<file path="src/rtl/multi_lane_serial_popcount_pkg.sv">
// Shared types and helpers for the multi-lane bit-serial ones counter.
// Optional abort support in the top is enabled by SERIAL_POPCOUNT_ABORT_EN.
package serial_popcount_pkg;

  typedef enum logic {
    IDLE = 1'b0,
    RUN  = 1'b1
  } state_e;

  localparam logic MODE_UNSIGNED = 1'b0;
  localparam logic MODE_BIPOLAR  = 1'b1;

  function automatic int cnt_width(input int frame_len);
    return $clog2(frame_len + 1);
  endfunction

endpackage

</file>
<file path="src/rtl/multi_lane_serial_popcount_lane.sv">
// One lane: ones counter with clear/increment and unsigned/bipolar result conversion.
// The result reflects the count including the bit accepted this cycle.
module serial_popcount_lane
  import serial_popcount_pkg::*;
#(
  parameter int FRAME_LEN = 6,
  parameter int CNT_W     = cnt_width(FRAME_LEN),
  parameter int OUT_W     = CNT_W + 1
) (
  input  logic             clk,
  input  logic             rst,
  input  logic             clr_i,
  input  logic             en_i,
  input  logic             bit_i,
  input  logic             mode_i,
  output logic [OUT_W-1:0] sum_o
);

  logic [CNT_W-1:0] ones_q;
  logic [CNT_W-1:0] ones_d;
  logic [CNT_W-1:0] base_s;
  logic             inc_s;

  // next ones count and its signed/unsigned view
  always_comb begin
    inc_s = en_i & bit_i;
    if (clr_i) begin
      base_s = {CNT_W{1'b0}};
    end else begin
      base_s = ones_q;
    end
    ones_d = base_s + {{(CNT_W-1){1'b0}}, inc_s};
    // 2*ones - FRAME_LEN stays within OUT_W because ones <= FRAME_LEN
    if (mode_i == MODE_BIPOLAR) begin
      sum_o = {ones_d, 1'b0} - OUT_W'(FRAME_LEN);
    end else begin
      sum_o = {1'b0, ones_d};
    end
  end

  // ones counter register
  always_ff @(posedge clk) begin
    if (rst) begin
      ones_q <= {CNT_W{1'b0}};
    end else begin
      ones_q <= ones_d;
    end
  end

endmodule

</file>
<file path="src/rtl/multi_lane_serial_popcount.sv">
// Multi-lane framed serial popcount: shared IDLE/RUN FSM and bit counter, per-lane counters.
// Define SERIAL_POPCOUNT_ABORT_EN to add the abort input that discards a frame in progress.
module multi_lane_serial_popcount
  import serial_popcount_pkg::*;
#(
  parameter int NUM_LANES = 4,
  parameter int FRAME_LEN = 6
) (
  input  logic                                   clk,
  input  logic                                   rst,
  input  logic                                   start,
  input  logic                                   bit_valid,
  input  logic [NUM_LANES-1:0]                   serial_in,
  input  logic                                   mode,
`ifdef SERIAL_POPCOUNT_ABORT_EN
  input  logic                                   abort,
`endif
  output logic                                   busy,
  output logic                                   valid,
  output logic [NUM_LANES*(cnt_width(FRAME_LEN)+1)-1:0] sum_out
);

  localparam int CNT_W = cnt_width(FRAME_LEN);
  localparam int OUT_W = CNT_W + 1;

  state_e                     state_q;
  logic [CNT_W-1:0]           bit_cnt_q;
  logic                       mode_q;
  logic                       busy_q;
  logic                       valid_q;
  logic [NUM_LANES*OUT_W-1:0] sum_q;
  logic [NUM_LANES*OUT_W-1:0] lane_sum_s;

  logic abort_s;
  logic start_acc_s;
  logic abort_run_s;
  logic accept_s;
  logic last_s;
  logic clr_s;

`ifdef SERIAL_POPCOUNT_ABORT_EN
  assign abort_s = abort;
`else
  assign abort_s = 1'b0;
`endif

  // frame control decode
  always_comb begin
    start_acc_s = (state_q == IDLE) && start && !abort_s;
    abort_run_s = (state_q == RUN) && abort_s;
    accept_s    = bit_valid && (((state_q == RUN) && !abort_s) || start_acc_s);
    last_s      = (state_q == RUN) && !abort_s && bit_valid &&
                  (bit_cnt_q == CNT_W'(FRAME_LEN - 1));
    clr_s       = start_acc_s || abort_run_s;
  end

  for (genvar g = 0; g < NUM_LANES; g++) begin : g_lane
    serial_popcount_lane #(
      .FRAME_LEN (FRAME_LEN),
      .CNT_W     (CNT_W),
      .OUT_W     (OUT_W)
    ) u_lane (
      .clk    (clk),
      .rst    (rst),
      .clr_i  (clr_s),
      .en_i   (accept_s),
      .bit_i  (serial_in[g]),
      .mode_i (mode_q),
      .sum_o  (lane_sum_s[g*OUT_W +: OUT_W])
    );
  end

  // FSM, bit counter and registered outputs
  always_ff @(posedge clk) begin
    if (rst) begin
      state_q   <= IDLE;
      bit_cnt_q <= {CNT_W{1'b0}};
      mode_q    <= MODE_UNSIGNED;
      busy_q    <= 1'b0;
      valid_q   <= 1'b0;
      sum_q     <= {(NUM_LANES*OUT_W){1'b0}};
    end else begin
      valid_q <= 1'b0;
      case (state_q)
        IDLE: begin
          if (start_acc_s) begin
            mode_q    <= mode;
            bit_cnt_q <= {{(CNT_W-1){1'b0}}, bit_valid};
            state_q   <= RUN;
            busy_q    <= 1'b1;
          end
        end
        RUN: begin
          if (abort_s) begin
            bit_cnt_q <= {CNT_W{1'b0}};
            state_q   <= IDLE;
            busy_q    <= 1'b0;
          end else if (last_s) begin
            sum_q     <= lane_sum_s;
            valid_q   <= 1'b1;
            bit_cnt_q <= {CNT_W{1'b0}};
            state_q   <= IDLE;
            busy_q    <= 1'b0;
          end else if (bit_valid) begin
            bit_cnt_q <= bit_cnt_q + {{(CNT_W-1){1'b0}}, 1'b1};
          end
        end
        default: begin
          state_q <= IDLE;
          busy_q  <= 1'b0;
        end
      endcase
    end
  end

  assign busy    = busy_q;
  assign valid   = valid_q;
  assign sum_out = sum_q;

endmodule

</file>
<file path="config.mk">
export PLATFORM = sky130hd
export DESIGN_NAME = multi_lane_serial_popcount
export DESIGN_NICKNAME = d
export VERILOG_FILES = /design/src/rtl/multi_lane_serial_popcount_pkg.sv /design/src/rtl/multi_lane_serial_popcount_lane.sv /design/src/rtl/multi_lane_serial_popcount.sv
export SDC_FILE = /design/constraint.sdc
export NUM_CORES = 1
export LEC_CHECK = 0
export ABC_AREA = 1
export BUFFER_PORTS_ARGS = -buffer_cell sky130_fd_sc_hd__buf_2
export CAP_MARGIN = 20
export CORE_ASPECT_RATIO = 1.5
export CORE_MARGIN = 8
export CORE_UTILIZATION = 58
export DETAILED_ROUTE_END_ITERATION = 10
export MAX_ROUTING_LAYER = met4
export PLACE_DENSITY_LB_ADDON = 0.08
export SLEW_MARGIN = 30
export SYNTH_ARGS = -nofsm -noshare
export SYNTH_HDL_FRONTEND = slang
export SYNTH_SLANG_ARGS = --single-unit
</file>
<file path="constraint.sdc">
create_clock -name clk -period 5.7 [get_ports clk]
set_input_delay 0.285 -clock clk [delete_from_list [all_inputs] [get_ports clk]]
set_output_delay 0.285 -clock clk [all_outputs]
set_load 0.02 [all_outputs]
</file>
; After elaboration in Yosys (flattened, before gate mapping)
; Cells that the tools add are included.
[word_totals]
ff_bits = 35
latch_bits = 0
mem_bits_rw = 0
romBits = 0
inputBits = 9
out_inout_bits = 18
wordCells = 57
mem_count = 0
[op_classes]
n_addsub = 9
n_mul = 0
n_div = 0
magnitude_cmp = 0
n_eq_ne = 4
n_shift = 0
n_mux = 19
n_bitwise = 5
n_reduce_logical = 10
[ops]
columns = cell, count
row1 = 2-to-1 mux 3 bit, 7
row2 = 2-to-1 mux 4 bit, 4
row3 = subtractor 4 x 3 -> 4 bit (second input constant), 4
row4 = adder 3 x 1 -> 3 bit, 4
row5 = AND reduction 2 bit, 4
row6 = one-hot mux 3 bit (2 select lines), 1
row7 = 2-to-1 mux 1 bit, 5
row8 = bitwise AND 1 bit, 4
row9 = logical AND 1 bit, 4
row10 = one-hot mux 1 bit (2 select lines), 2
row11 = adder 3 x 1 -> 3 bit (second input constant), 1
row12 = == test 3 bit (second input constant), 1
row13 = != test 3 x 2 -> 1 bit (second input constant), 1
row14 = != test 2 x 1 -> 1 bit (second input constant), 1
row15 = != test 2 bit (second input constant), 1
row16 = OR reduction 2 bit, 1
row17 = logical OR 1 bit, 1
row18 = NOT 1 bit, 1

; Logic depth before layout (Yosys ltp)
[logic_depth]
depth_word = 8
depth_mapped = 12
mapped_depth_nobuf = 11

; Cells and area by module
; Synthesis repeated with hierarchy kept, for this count alone.
[unflattened]
cells_unflattened = 250
hier_area_um2 = 1765.4
[by_module_without_submodules]
columns = module, instances, cells_per_inst, area_each_um2
row1 = multi_lane_serial_popcount, 1, 118, 909.6
row2 = serial_popcount_lane, 4, 33, 214.0

; Worst setup path after synthesis
; No wires, ideal clock.
[synth_path]
path_type = reg2reg
startpoint = register state_q
endpoint = register sum_q[3], in the netlist sum_out[3]
setup_ns = 0.120
t_arrival_ns = 1.734
setup_slack_ns = 3.846
stages_incl_launch_ff = 13
n_path_buf = 1
path_cell_list = dfxtp_1 > inv_2 > nand2_4 > buf_6 > clkinv_1 > nor2_1 > ha_1 > ha_1 > ha_1 > inv_1 > nand3_1 > nand3_1 > a21oi_1
[synth_between]
elab_chain_len = 8
word_cells_on_any_way = 12
cone_classes = add/sub (2) / mux (2) / bitwise (2) / reduce/logical (6)
[synth_rtl]
columns = item, line_no
row1 = from (decl), multi_lane_serial_popcount.sv:26  ; state_e state_q;
row2 = from (signal assigned), multi_lane_serial_popcount.sv:76  ; state_q <= IDLE;
row3 = from (signal assigned), multi_lane_serial_popcount.sv:89  ; state_q <= RUN;
row4 = from (signal assigned), multi_lane_serial_popcount.sv:96  ; state_q <= IDLE;
row5 = NOT 1 bit, --
row6 = logical AND 1 bit, multi_lane_serial_popcount.sv:49  ; start_acc_s = (state_q == IDLE) && start && !abort_s;
row7 = logical OR 1 bit, multi_lane_serial_popcount.sv:51  ; accept_s = bit_valid && (((state_q == RUN) && !abort_s) || start_acc_s);
row8 = logical AND 1 bit, multi_lane_serial_popcount.sv:51
row9 = bitwise AND 1 bit, multi_lane_serial_popcount_lane.sv:26  ; inc_s = en_i & bit_i;
row10 = adder 3 x 1 -> 3 bit *, multi_lane_serial_popcount_lane.sv:32  ; ones_d = base_s + {{(CNT_W-1){1'b0}}, inc_s};
row11 = named net g_lane[0].u_lane.ones_d[1], multi_lane_serial_popcount_lane.sv:20  ; logic [CNT_W-1:0] ones_d;
row12 = subtractor 4 x 3 -> 4 bit *, multi_lane_serial_popcount_lane.sv:35  ; sum_o = {ones_d, 1'b0} - OUT_W'(FRAME_LEN);
row13 = 2-to-1 mux 4 bit *, multi_lane_serial_popcount_lane.sv:34  ; if (mode_i == MODE_BIPOLAR) begin
row14 = to (signal assigned), multi_lane_serial_popcount.sv:81  ; sum_q <= {(NUM_LANES*OUT_W){1'b0}};
row15 = to (signal assigned), multi_lane_serial_popcount.sv:99  ; sum_q <= lane_sum_s;
row16 = to (decl), multi_lane_serial_popcount.sv:31  ; logic [NUM_LANES*OUT_W-1:0] sum_q;
; The timed path passes the listed nets; every way through them passes the cells marked *.
; A chain may end at the register's enable or synchronous reset.

; Worst setup path after layout
[layout_path]
startpoint = register state_q
endpoint = register sum_q[11], in the netlist sum_out[11]
[layout_between]
elab_chain_len = 8
word_cells_on_any_way = 12
cone_classes = add/sub (2) / mux (2) / bitwise (2) / reduce/logical (6)
[layout_rtl]
columns = item, line_no
row1 = NOT 1 bit, --
row2 = logical AND 1 bit, multi_lane_serial_popcount.sv:49
row3 = logical OR 1 bit, multi_lane_serial_popcount.sv:51
row4 = logical AND 1 bit, multi_lane_serial_popcount.sv:51
row5 = bitwise AND 1 bit, multi_lane_serial_popcount_lane.sv:26
row6 = adder 3 x 1 -> 3 bit *, multi_lane_serial_popcount_lane.sv:32
row7 = named net g_lane[2].u_lane.ones_d[1], multi_lane_serial_popcount_lane.sv:20
row8 = subtractor 4 x 3 -> 4 bit *, multi_lane_serial_popcount_lane.sv:35
row9 = 2-to-1 mux 4 bit *, multi_lane_serial_popcount_lane.sv:34
; Marked as above.

==> results.ini <==
[synthesis]
synth-simple-area-share_pct=25.8
syn-cell-area_sq_um=1700
synth-compound-area-share_pct=11.8
synth_ff_type=dfxtp_1
synth-seq-cells=35
seq_area_frac_synth_pct=41.1
ys_types=24
synth_fp_nets=242
synth_common_cells=dfxtp_1 (35), inv_1 (33), nand2_1 (33)
synthTopCellsByArea=dfxtp_1 (41%), ha_1 (10%), inv_1 (7.3%)
synthAdderAreaFrac_pct=10.3
synthXorXnorAreaFrac_pct=0
synth_edf_count=0
synth.most_common_cell=dfxtp_1
avgSynthCellArea_sq_um=7.78
synth_top_area_share_pct=41.1
synth_top_family_by_area=simple AND/OR/NAND/NOR gates
synth_largest_area_cell=dfxtp_1
synthMuxAreaShare_pct=0
async_flop_share_pct=0
yosys_warnings=0
synthCells=219

[sta]
fin_skew_ns=0.00390
worst_slack_ns=3.57
finalHoldViolCount=0
slew_headroom_pct=57.8
setup_viol_count_final=0
finalCritPeriodShare_pct=37.3
rsz0062_at_grt=no
fin_crit_ns=2.13
fmax_mhz=470
drv_slew=0
tightest_slew_ns=0.626
setup-tns-final_ns=0

[global_routing]
grt_max_degree=24
overflow=0
grt_pass1_wl_um=5930
antenna_found_initial=0
grt_pass1_vias=1337
grt.total_usage_pct=16.5

[floorplan]
fp.coreArea_sq_um=2850
io_pins=27
die-area_sq_um=4960
initial_core_util_pct=59.7
die_h_um=82.4
num_rows=24
fp.dieW_um=60.2

[placement]
hpwl_um=2560
port_buffers=26
gp_congestion=0.838
placed_cells=278
dp_slack_ns=3.52

[status]
status=finished, final reports clean

[pwr]
p_per_area_nw_per_um2=241
p_leak_nw=0.910
ir_drop_v=0.000196
total_power_uw=463

[setup_path]
worstSetupPathType=flip-flop to flip-flop
startpoint_type=flip-flop
r2r_start=state_q$_SDFF_PP0_
cp_slowest_cell=dfxtp_1
reg2reg_to=sum_out[11]$_SDFFE_PP0P_
endpoint=sum_out[11]$_SDFFE_PP0P_
slowest_delay_ns=0.39
arrival_ns=2.28
crit_required_ns=5.86
crit_chain=inv_2, nand2_4, clkinv_1, nor2_1, ha_1, ha_1, ha_1, inv_1, nand3_1, nand3_1, a21oi_1
reg2reg_depth=11
r2r_slack_ns=3.57
crit_path_frequent_cell=ha_1
path_max_fanout=18
end_kind=flip-flop
cp-startpoint=state_q$_SDFF_PP0_

[final_layout]
fin_util_pct=67.3
nNetsFinal=269
instances_no_fill=286
final_layout_size_suffix_gt1_share_pct=17.8
num_antenna_cells=0
areaGrowthSynthToFinish_pct=12.7

[clock_network]
clockRootBuffer=clkbuf_8
cts.htree.levels=2
cts_buffer_depth=2
cts_tree=yes
cts_buffers=5
cts.sinks=35
clock_latency_ns=0.29
cts.clk_slew.worst_paths_ns=0.07
hold_buffers=0
post-cts-setup-buffer-count=0
cts.repair.resized=0

[route]
drt_iter0_drc=57
via_count=1453
wl_per_cell_um=12.7
ant_nets=0
wirelength_um=3630
drt-pass1-iter-count=4
viasPerCell=5.08
drc=0

[flow_run]
cap_viol_max_count=0

[worst_hold_path]
hold_path.class=input pin to flip-flop

## layout by cell type (no fill, tap or decap)
cell type and count:
dfxtp_1 35, inv_1 33, nand2_1 33, nor2_1 30, buf_2 26, nand3_1 23
ha_1 14, a21oi_1 13, o21ai_0 8, clkbuf_8 5, a32o_1 4, a211oi_1 4
nand2_4 3, inv_2 2, nor2_4 2, nand3_2 2, a31oi_1 2, clkbuf_1 2
clkinv_1 1, nand2_2 1, clkinv_4 1, a31oi_2 1, nor3_1 1, clkinv_2 1
## layer usage
metal	up-vias	GRT usage, %	wire (um)
li1	763	-	-
met4	0	7.19	42
met3	6	5.74	182
met2	28	27.1	1790
met5	-	-	0
met1	656	17.4	1620
## kinds of logic (layout without fill, tap and decap cells)
logic type	after synthesis	count (layout)
buffers and inverters	43	71
AND/OR/NAND/NOR	95	95
flip-flops	35	35
AO/OA/AOI/OAI	32	32
adder cells (fa/ha/maj)	14	14
## critical path, delay by kind of cell, from the launching register on
kind,cells,cell delay [ns]
flops,1,0.39
fa+ha+maj,3,0.66
simple gates,4,0.49
compound gates,1,0.06
buf+inv,3,0.40
## how the worst min path moves through the flow
| stage | start | end | slack, ns | cells after the start |
|---|---|---|---|---|
| global route | mode | mode_q$_SDFFE_PP0P_ | 0.27 | 3 |
| floorplan | rst | g_lane[0].u_lane.ones_q[0]$_SDFF_PP0_ | 0.37 | 1 |
| global placement | busy$_SDFFE_PP0P_ | busy$_SDFFE_PP0P_ | 0.45 | 2 |
| CTS | mode | mode_q$_SDFFE_PP0P_ | 0.26 | 3 |
| detailed placement | busy$_SDFFE_PP0P_ | busy$_SDFFE_PP0P_ | 0.45 | 2 |
| finish | mode | mode_q$_SDFFE_PP0P_ | 0.27 | 3 |
## state kept, by name (all words and copies together) (netlist names)
name                  count
sum_out                  16
g_lane.u_lane.ones_q     12
bit_cnt_q                 3
busy                      1
mode_q                    1
state_q                   1
valid                     1
## final cells by class
| class | count | area (sq um) |
|---|---|---|
| Tap cell | 39 | 48.8 |
| Clock buffer | 7 | 76.3 |
| Inverter | 37 | 144 |
| Clock inverter | 1 | 5.00 |
| Multi-Input combinational cell | 141 | 815 |
| Timing Repair Buffer | 26 | 130 |
| Fill cell | 283 | 933 |
| Sequential cell | 35 | 701 |
## through the flow
stage,cell area (sq um),hold slack [ns]
after floorplan,1700,0.368
after global placement,1840,0.446
after detailed placement,1840,0.450
after CTS,1920,0.261
after global routing,1920,0.272
final,1920,0.274
## power by group
part	switching, mW	internal, mW	total (mW)
clock	0.0865	0.0857	0.172
sequential	0.00381	0.250	0.254
combinational	0.0249	0.0119	0.0367
total	0.115	0.347	0.463
Power figures use the tool's default switching activity.
